[src/rtl/regfile_wb_pkg.sv]
`default_nettype none
// +------------------------------------------------------------------+
// | regfile_wb_pkg                                                    |
// | Shared widths and the write-back request type.                    |
// | Rev 1.0                                                           |
// +------------------------------------------------------------------+
package regfile_wb_pkg;

  localparam int REG_ADDR_W   = 5;
  localparam int DEFAULT_XLEN = 32;

  typedef struct packed {
    logic [REG_ADDR_W-1:0]   rd;
    logic [DEFAULT_XLEN-1:0] data;
  } wb_req_t;

endpackage
`default_nettype wire

[src/rtl/regfile_wb_if.sv]
`default_nettype none
// +------------------------------------------------------------------+
// | regfile_wb_if                                                     |
// | ALU/LSU result inputs and register-file write port.               |
// | Rev 1.0                                                           |
// +------------------------------------------------------------------+
interface regfile_wb_if
  import regfile_wb_pkg::*;
#(
  parameter int XLEN      = DEFAULT_XLEN,
  parameter int LSU_DEPTH = 2
) ();

  logic                         alu_valid;
  logic                         alu_ready;
  logic [REG_ADDR_W-1:0]        alu_rd;
  logic [XLEN-1:0]              alu_data;
  logic                         lsu_valid;
  logic                         lsu_ready;
  logic [REG_ADDR_W-1:0]        lsu_rd;
  logic [XLEN-1:0]              lsu_data;
  logic                         wenable;
  logic [REG_ADDR_W-1:0]        rd;
  logic [XLEN-1:0]              wdata;
  logic [$clog2(LSU_DEPTH+1)-1:0] lsu_count;

  modport slave (
    input  alu_valid, alu_rd, alu_data, lsu_valid, lsu_rd, lsu_data,
    output alu_ready, lsu_ready, wenable, rd, wdata, lsu_count
  );

  modport master (
    output alu_valid, alu_rd, alu_data, lsu_valid, lsu_rd, lsu_data,
    input  alu_ready, lsu_ready, wenable, rd, wdata, lsu_count
  );

endinterface
`default_nettype wire

[src/rtl/regfile_wb_fifo.sv]
`default_nettype none
// +------------------------------------------------------------------+
// | wb_fifo                                                           |
// | Synchronous FIFO of write-back requests, extra-bit pointers.      |
// | Rev 1.0                                                           |
// +------------------------------------------------------------------+
module wb_fifo
  import regfile_wb_pkg::*;
#(
  parameter int DEPTH = 2
) (
  input  wire logic                     clk,
  input  wire logic                     rst_n,
  input  wire logic                     push,
  input  wire wb_req_t                  push_data,
  input  wire logic                     pop,
  output wb_req_t                       head,
  output logic                          full,
  output logic                          empty,
  output logic [$clog2(DEPTH+1)-1:0]    count
);

  localparam int c_AW = $clog2(DEPTH);

  wb_req_t         r_mem [DEPTH];
  logic [c_AW:0]   r_wr_ptr;
  logic [c_AW:0]   r_rd_ptr;

  // Same index with differing wrap bits means the writer has lapped the reader.
  assign empty = (r_wr_ptr == r_rd_ptr);
  assign full  = (r_wr_ptr[c_AW] != r_rd_ptr[c_AW]) &&
                 (r_wr_ptr[c_AW-1:0] == r_rd_ptr[c_AW-1:0]);
  assign count = r_wr_ptr - r_rd_ptr;
  assign head  = r_mem[r_rd_ptr[c_AW-1:0]];

  always_ff @(posedge clk) begin
    if (!rst_n) begin
      r_wr_ptr <= '0;
      r_rd_ptr <= '0;
    end else begin
      if (push && !full) r_wr_ptr <= r_wr_ptr + 1'b1;
      if (pop && !empty) r_rd_ptr <= r_rd_ptr + 1'b1;
    end
  end

  always_ff @(posedge clk) begin
    if (push && !full) r_mem[r_wr_ptr[c_AW-1:0]] <= push_data;
  end

endmodule
`default_nettype wire

[src/rtl/regfile_wb.sv]
`default_nettype none
// +------------------------------------------------------------------+
// | regfile_wb                                                        |
// | Merges ALU and buffered LSU results onto the register-file port.  |
// | Rev 1.0                                                           |
// +------------------------------------------------------------------+
module regfile_wb
  import regfile_wb_pkg::*;
#(
  parameter int XLEN         = DEFAULT_XLEN,
  parameter int LSU_DEPTH    = 2,
  parameter int STARVE_LIMIT = 3
) (
  input wire logic     clk,
  input wire logic     rst_n,
  regfile_wb_if.slave  bus
);

  localparam int               c_SW    = $clog2(STARVE_LIMIT+1);
  localparam logic [c_SW-1:0]  c_LIMIT = c_SW'(STARVE_LIMIT);

  wb_req_t                 w_push_req;
  wb_req_t                 w_head;
  logic                    w_full;
  logic                    w_empty;
  logic                    w_push;
  logic                    w_pop;
  logic                    w_force;
  logic                    w_sel_alu;
  logic [c_SW-1:0]         r_starve;
  logic                    r_wenable;
  logic [REG_ADDR_W-1:0]   r_rd;
  logic [XLEN-1:0]         r_wdata;

  assign w_push_req = '{rd: bus.lsu_rd, data: bus.lsu_data};
  assign w_push     = bus.lsu_valid && !w_full;

  wb_fifo #(.DEPTH(LSU_DEPTH)) u_fifo (
    .clk       (clk),
    .rst_n     (rst_n),
    .push      (w_push),
    .push_data (w_push_req),
    .pop       (w_pop),
    .head      (w_head),
    .full      (w_full),
    .empty     (w_empty),
    .count     (bus.lsu_count)
  );

  // The waiting LSU head takes the slot once the ALU has won STARVE_LIMIT times.
  assign w_force   = (r_starve == c_LIMIT) && !w_empty;
  assign w_sel_alu = !w_force && bus.alu_valid;
  assign w_pop     = w_force || (!bus.alu_valid && !w_empty);

  assign bus.alu_ready = !w_force;
  assign bus.lsu_ready = !w_full;

  always_ff @(posedge clk) begin
    if (!rst_n) begin
      r_starve <= '0;
    end else if (w_pop || w_empty) begin
      r_starve <= '0;
    end else if (w_sel_alu && (r_starve != c_LIMIT)) begin
      r_starve <= r_starve + 1'b1;
    end
  end

  always_ff @(posedge clk) begin
    if (!rst_n) begin
      r_wenable <= 1'b0;
      r_rd      <= '0;
      r_wdata   <= '0;
    end else if (w_pop) begin
      r_wenable <= (w_head.rd != '0);
      r_rd      <= w_head.rd;
      r_wdata   <= w_head.data;
    end else if (w_sel_alu) begin
      r_wenable <= (bus.alu_rd != '0);
      r_rd      <= bus.alu_rd;
      r_wdata   <= bus.alu_data;
    end else begin
      r_wenable <= 1'b0;
    end
  end

  assign bus.wenable = r_wenable;
  assign bus.rd      = r_rd;
  assign bus.wdata   = r_wdata;

endmodule
`default_nettype wire

[src/flat_wrapper.sv]
// flat-port wrapper written by rule: the top's interface ports become plain ports
module regfile_wb_flat import regfile_wb_pkg::*;
#(
  parameter int XLEN         = DEFAULT_XLEN,
  parameter int LSU_DEPTH    = 2,
  parameter int STARVE_LIMIT = 3
)
  (clk, rst_n, bus_alu_valid, bus_alu_rd, bus_alu_data, bus_lsu_valid, bus_lsu_rd, bus_lsu_data, bus_alu_ready, bus_lsu_ready, bus_wenable, bus_rd, bus_wdata, bus_lsu_count);
  regfile_wb_if #(.XLEN(XLEN), .LSU_DEPTH(LSU_DEPTH)) bus_i ();
  input wire logic clk;
  input wire logic rst_n;
  input wire logic [$bits(bus_i.alu_valid)-1:0] bus_alu_valid;
  input wire logic [$bits(bus_i.alu_rd)-1:0] bus_alu_rd;
  input wire logic [$bits(bus_i.alu_data)-1:0] bus_alu_data;
  input wire logic [$bits(bus_i.lsu_valid)-1:0] bus_lsu_valid;
  input wire logic [$bits(bus_i.lsu_rd)-1:0] bus_lsu_rd;
  input wire logic [$bits(bus_i.lsu_data)-1:0] bus_lsu_data;
  output wire logic [$bits(bus_i.alu_ready)-1:0] bus_alu_ready;
  output wire logic [$bits(bus_i.lsu_ready)-1:0] bus_lsu_ready;
  output wire logic [$bits(bus_i.wenable)-1:0] bus_wenable;
  output wire logic [$bits(bus_i.rd)-1:0] bus_rd;
  output wire logic [$bits(bus_i.wdata)-1:0] bus_wdata;
  output wire logic [$bits(bus_i.lsu_count)-1:0] bus_lsu_count;
  assign bus_i.alu_valid = bus_alu_valid;
  assign bus_i.alu_rd = bus_alu_rd;
  assign bus_i.alu_data = bus_alu_data;
  assign bus_i.lsu_valid = bus_lsu_valid;
  assign bus_i.lsu_rd = bus_lsu_rd;
  assign bus_i.lsu_data = bus_lsu_data;
  assign bus_alu_ready = bus_i.alu_ready;
  assign bus_lsu_ready = bus_i.lsu_ready;
  assign bus_wenable = bus_i.wenable;
  assign bus_rd = bus_i.rd;
  assign bus_wdata = bus_i.wdata;
  assign bus_lsu_count = bus_i.lsu_count;
  regfile_wb #(.XLEN(XLEN), .LSU_DEPTH(LSU_DEPTH), .STARVE_LIMIT(STARVE_LIMIT)) u_core (.clk(clk), .rst_n(rst_n), .bus(bus_i));
endmodule
[config.mk]
export PLATFORM = sky130hd
export DESIGN_NAME = regfile_wb_flat
export DESIGN_NICKNAME = d
export VERILOG_FILES = /design/src/rtl/regfile_wb_pkg.sv /design/src/rtl/regfile_wb_if.sv /design/src/rtl/regfile_wb_fifo.sv /design/src/rtl/regfile_wb.sv /design/src/flat_wrapper.sv
export SDC_FILE = /design/constraint.sdc
export NUM_CORES = 1
export LEC_CHECK = 0
export ABC_AREA = 0
export ABC_CLOCK_PERIOD_IN_PS = 5200
export BUFFER_PORTS_ARGS = -buffer_cell sky130_fd_sc_hd__buf_4
export CAP_MARGIN = 15
export CELL_PAD_IN_SITES_DETAIL_PLACEMENT = 2
export CELL_PAD_IN_SITES_GLOBAL_PLACEMENT = 2
export CORE_MARGIN = 1
export CORE_UTILIZATION = 35
export DETAILED_ROUTE_END_ITERATION = 6
export PLACE_DENSITY = 0.81
export SLEW_MARGIN = 20
export SYNTH_ARGS = -nofsm -noshare
export SYNTH_HDL_FRONTEND = slang
export SYNTH_HIERARCHICAL = 1
export SYNTH_SLANG_ARGS = --single-unit
export TNS_END_PERCENT = 100
[constraint.sdc]
create_clock -name clk -period 5.2 [get_ports clk]
set_input_delay 1.04 -clock clk [delete_from_list [all_inputs] [get_ports clk]]
set_output_delay 1.04 -clock clk [all_outputs]
set_load 0.02 [all_outputs]
==> metrics.md <==
| Metric | Value |
|---|---|
| Status | finished, final reports clean |
| Compound-Gate Fraction of Synth Area | 11.8% |
| Vias post-DR | 3520 |
| Clk Latency, worst-skew pair | 0.42 ns |
| Vias/cell | 5.14 |
| Hold path startpoint | u_core/r_starve[0]$_SDFFE_PP0P_ |
| DP Worst Slack | 1.81 ns |
| Setup ws final | 1.43 ns |
| Fillers | 1319 |
| Final Util | 48.2% |
| Kind of critical path | reg2out |
| Switching share of total power | 36.1% |
| Syn_nets | 464 |
| Drt drc | 0 |
| Mux share of post-synthesis cell area | 9.18% |
| Clock network fraction of design power | 28.6% |
| Total negative slack | 0 ns |
| Sequential-to-total area share from yosys stat | 63.5% |
| Hold path depth | 1 |
| Required @ worst endpoint | 4.16 ns |
| Int Power | 2.57 mW |
| RSZ-0062 raised after global routing | false |
| Hold Buf Count CTS | 0 |
| Number of global-route vias before repair | 4061 |
| Startpoint Class | flip-flop |
| Layout cell share with drive strength beyond 1 | 41.5% |
| Critical Path, Cell by Cell | inv_1 > ha_1 > and2_2 > nand2b_1 > buf_4 |
| TritonCTS clock tree | built |
| Synth Area in XOR/XNOR | 0.509% |
| Root Driver | clkbuf_16 |
| Fin. max-slew vios | 0 |
| PD cells | 620 nW/um^2 |
| CTS resizes | 0 |
| Post-synth top flop | edfxtp_1 |
| Post-synth EDFFs | 74 |
| Largest net degree at the start of global routing | 51 |
| Crit path DAT | 2.73 ns |
| First-pass GRT wire length | 22800 um |
| Largest family of logic cells by synthesized area | compound AO/OA/AOI/OAI gates |
| Final ANT Viol Nets | 0 |
| Total die area | 14500 um^2 |
| Placed insts | 653 |
| Area Overhead vs Synth | 31.8% |
| Final Critical Period | 3.77 ns |
| Std-Cell Rows | 42 |
| F_max | 265 MHz |
| CP max stage delay | 0.85 ns |
| Overall die height | 121 um |
| Power Total | 4.02 mW |
| Clock transition at path regs | 0.06 ns |
| Synth Area in Simple Gates | 10.3% |
| Die Wd | 121 um |
| DP HPWL | 9230 um |
| Layout Cells excl Fill | 685 |
| Worst r2r src | u_core/u_fifo/r_wr_ptr[0]$_SDFFE_PN0N_ |
| Yosys reg bits | 119 |
| Finished Cell Area | 6480 um^2 |
| Flop pwr share | 37.3% |
| I/O Pins | 120 |
| Mapped Avg Cell Area | 12.8 um^2 |
| First-pass iteration count of the detailed router | 4 |
| Setup Buffers After CTS | 0 |
| Area of the multi-input gates | 1600 um^2 |
| Fin crit share | 72.5% |
| Synth unique cells | 43 |
| CTS Sinks | 119 |
| Synth warn | 6 |
| Dpl cell area | 5910 um^2 |
| Worst slew pin tran | 1.03 ns |
| Synth top area cells | edfxtp_1 45%, dfxtp_1 18%, mux2_2 8.5% |
| Most frequent cells in the layout | 123 x buf_4, 74 x edfxtp_1, 44 x dfxtp_1 |
| Hold Fails Final Rpt | 0 |
| Max clock buf depth | 2 |
| Final nets | 576 |
| Port-buffer cells | 119 |
| CTS H-tree lvls | 4 |
| Post-Syn Area | 4920 um^2 |
| Sequential standard cell area | 3120 um^2 |
| P_sw | 1.45 mW |
| Total gr overflow | 0 |
| Fraction of registers with async set/reset | 0% |
| Slew HR | 31.4% |
| Setup violators final | 0 |
| Antenna violations before repair | 0 |
| Max FO, Critical Path | 43 |
| Final WL | 14800 um |
| Reg2reg path depth | 7 |
| Adder-Cell Fraction of Synth Area | 0.509% |
| Total Routing Usage GR | 21.5% |
| GP Congestion | 0.722 |
| Ant diodes | 0 |
| Worst VDD drop | 0.000249 V |
| CP Capture Type | primary output |
| Logic pwr share | 34.1% |
| Max-cap check violation count | 0 |
| Core ar. | 13500 um^2 |
| Hold Path Sink | u_core/r_starve[0]$_SDFFE_PP0P_ |
| DR iter-0 viols | 140 |
| Fin Clk Skew | 0.00803 ns |
| Dominant cell type by area after synthesis | edfxtp_1 |
| CP startpoint | u_core/u_fifo/r_wr_ptr[0]$_SDFFE_PN0N_ |
| Leakage power total | 2.42 nW |
| Top cell type's share of synthesized area | 45.2% |
| Most common cell after layout, fill and taps aside | buf_4 |
| Num CTS Buffers | 17 |
| Slowest-stage cell, CP | and2_2 |
| Drt wl/cell | 21.7 um |
| Reg2reg setup slack | 1.82 ns |
| Initial core utilization | 36.6% |
| Worst hold slack | 0.430 ns |
| HP Class | reg2reg |
| Number of cells produced by synthesis | 384 |
| R2R Path End | u_core/bus.rd[0]$_SDFFE_PN0P_ |
worst max path at each step:
stage	to	slack (ns)	depth (start not counted)
2_1_floorplan	u_core/u_fifo/r_mem[0][0]$_DFFE_PP_	0.63	7
3_3_place_gp	u_core/u_fifo/r_rd_ptr[1]$_SDFFE_PN0P_	1.99	7
3_5_place_dp	u_core/u_fifo/r_rd_ptr[1]$_SDFFE_PN0P_	1.81	7
4_1_cts	bus_alu_ready	1.45	5
5_1_grt	bus_alu_ready	1.34	5
6_report	bus_alu_ready	1.43	5
flip-flops by register name (all words and copies together), names as in the netlist, named ones only:
register / count
u_core/u_fifo/r_mem: 74
u_core/bus.wdata: 32
u_core/bus.rd: 5
u_core/r_starve: 2
u_core/u_fifo/r_rd_ptr: 2
u_core/u_fifo/r_wr_ptr: 2
u_core/bus.wenable: 1
metal layers:
| layer | track usage (%) | routed length (um) | vias to the layer above |
|---|---|---|---|
| met5 | 0 | 0 | - |
| met4 | 10.1 | 402 | 0 |
| met3 | 4.10 | 510 | 28 |
| met2 | 38.4 | 7900 | 99 |
| met1 | 24.6 | 6030 | 1729 |
| li1 | - | - | 1664 |
logic make-up after synthesis:
logic type | count (synthesis)
and+or+nand+nor | 103
xor gates and xnor gates | 2
adders and majority gates | 2
AOI/OAI and AO/OA | 82
DFF | 119
muxes | 40
buffers and inverters | 36
cells in the mapped netlist, types with 2 or more instances:
master    instances
buf_4             7
nand2_1           3
o21ai_0          32
mux2_2           37
nand3b_1          2
o21ai_1           5
nand4_1           2
nand2b_1          2
nor2_1           43
inv_1             4
dfxtp_1          45
ha_1              2
a211oi_2         11
nor3_1           37
buf_2             8
a211oi_1         26
edfxtp_1         74
a21boi_1          2
o311ai_1          2
or4_1             2
clkbuf_1         10
mux2i_1           2
nand3_1           2
buf_6             5
power by group through the flow:
| stage | registers, mW | logic, mW | clock network [mW] |
|---|---|---|---|
| CTS | 1.51 | 1.39 | 1.18 |
| floorplan | 1.63 | 0.730 | 0 |
| global route | 1.53 | 1.46 | 1.22 |
| detailed placement | 1.51 | 1.36 | 0 |
| global placement | 1.49 | 1.29 | 0 |
| finish | 1.50 | 1.37 | 1.15 |
worst max-delay path, delay by kind of cell, from the launching register on:
family	cells	cell delay [ns]
adder cells (fa/ha/maj)	1	0.51
buffers and inverters	2	0.25
AND/OR/NAND/NOR	2	1.10
flip-flops	1	0.43
cell type report:
type	instances	share of cell area (%)
Inverter	5	0.289
Clock inverter	13	2.05
Timing Repair Buffer	124	14.5
Clock buffer	19	6.83
Tap cell	176	3.40
Multi-Input combinational cell	229	24.7
Sequential cell	119	48.2
(Power assumes the default switching activity.)
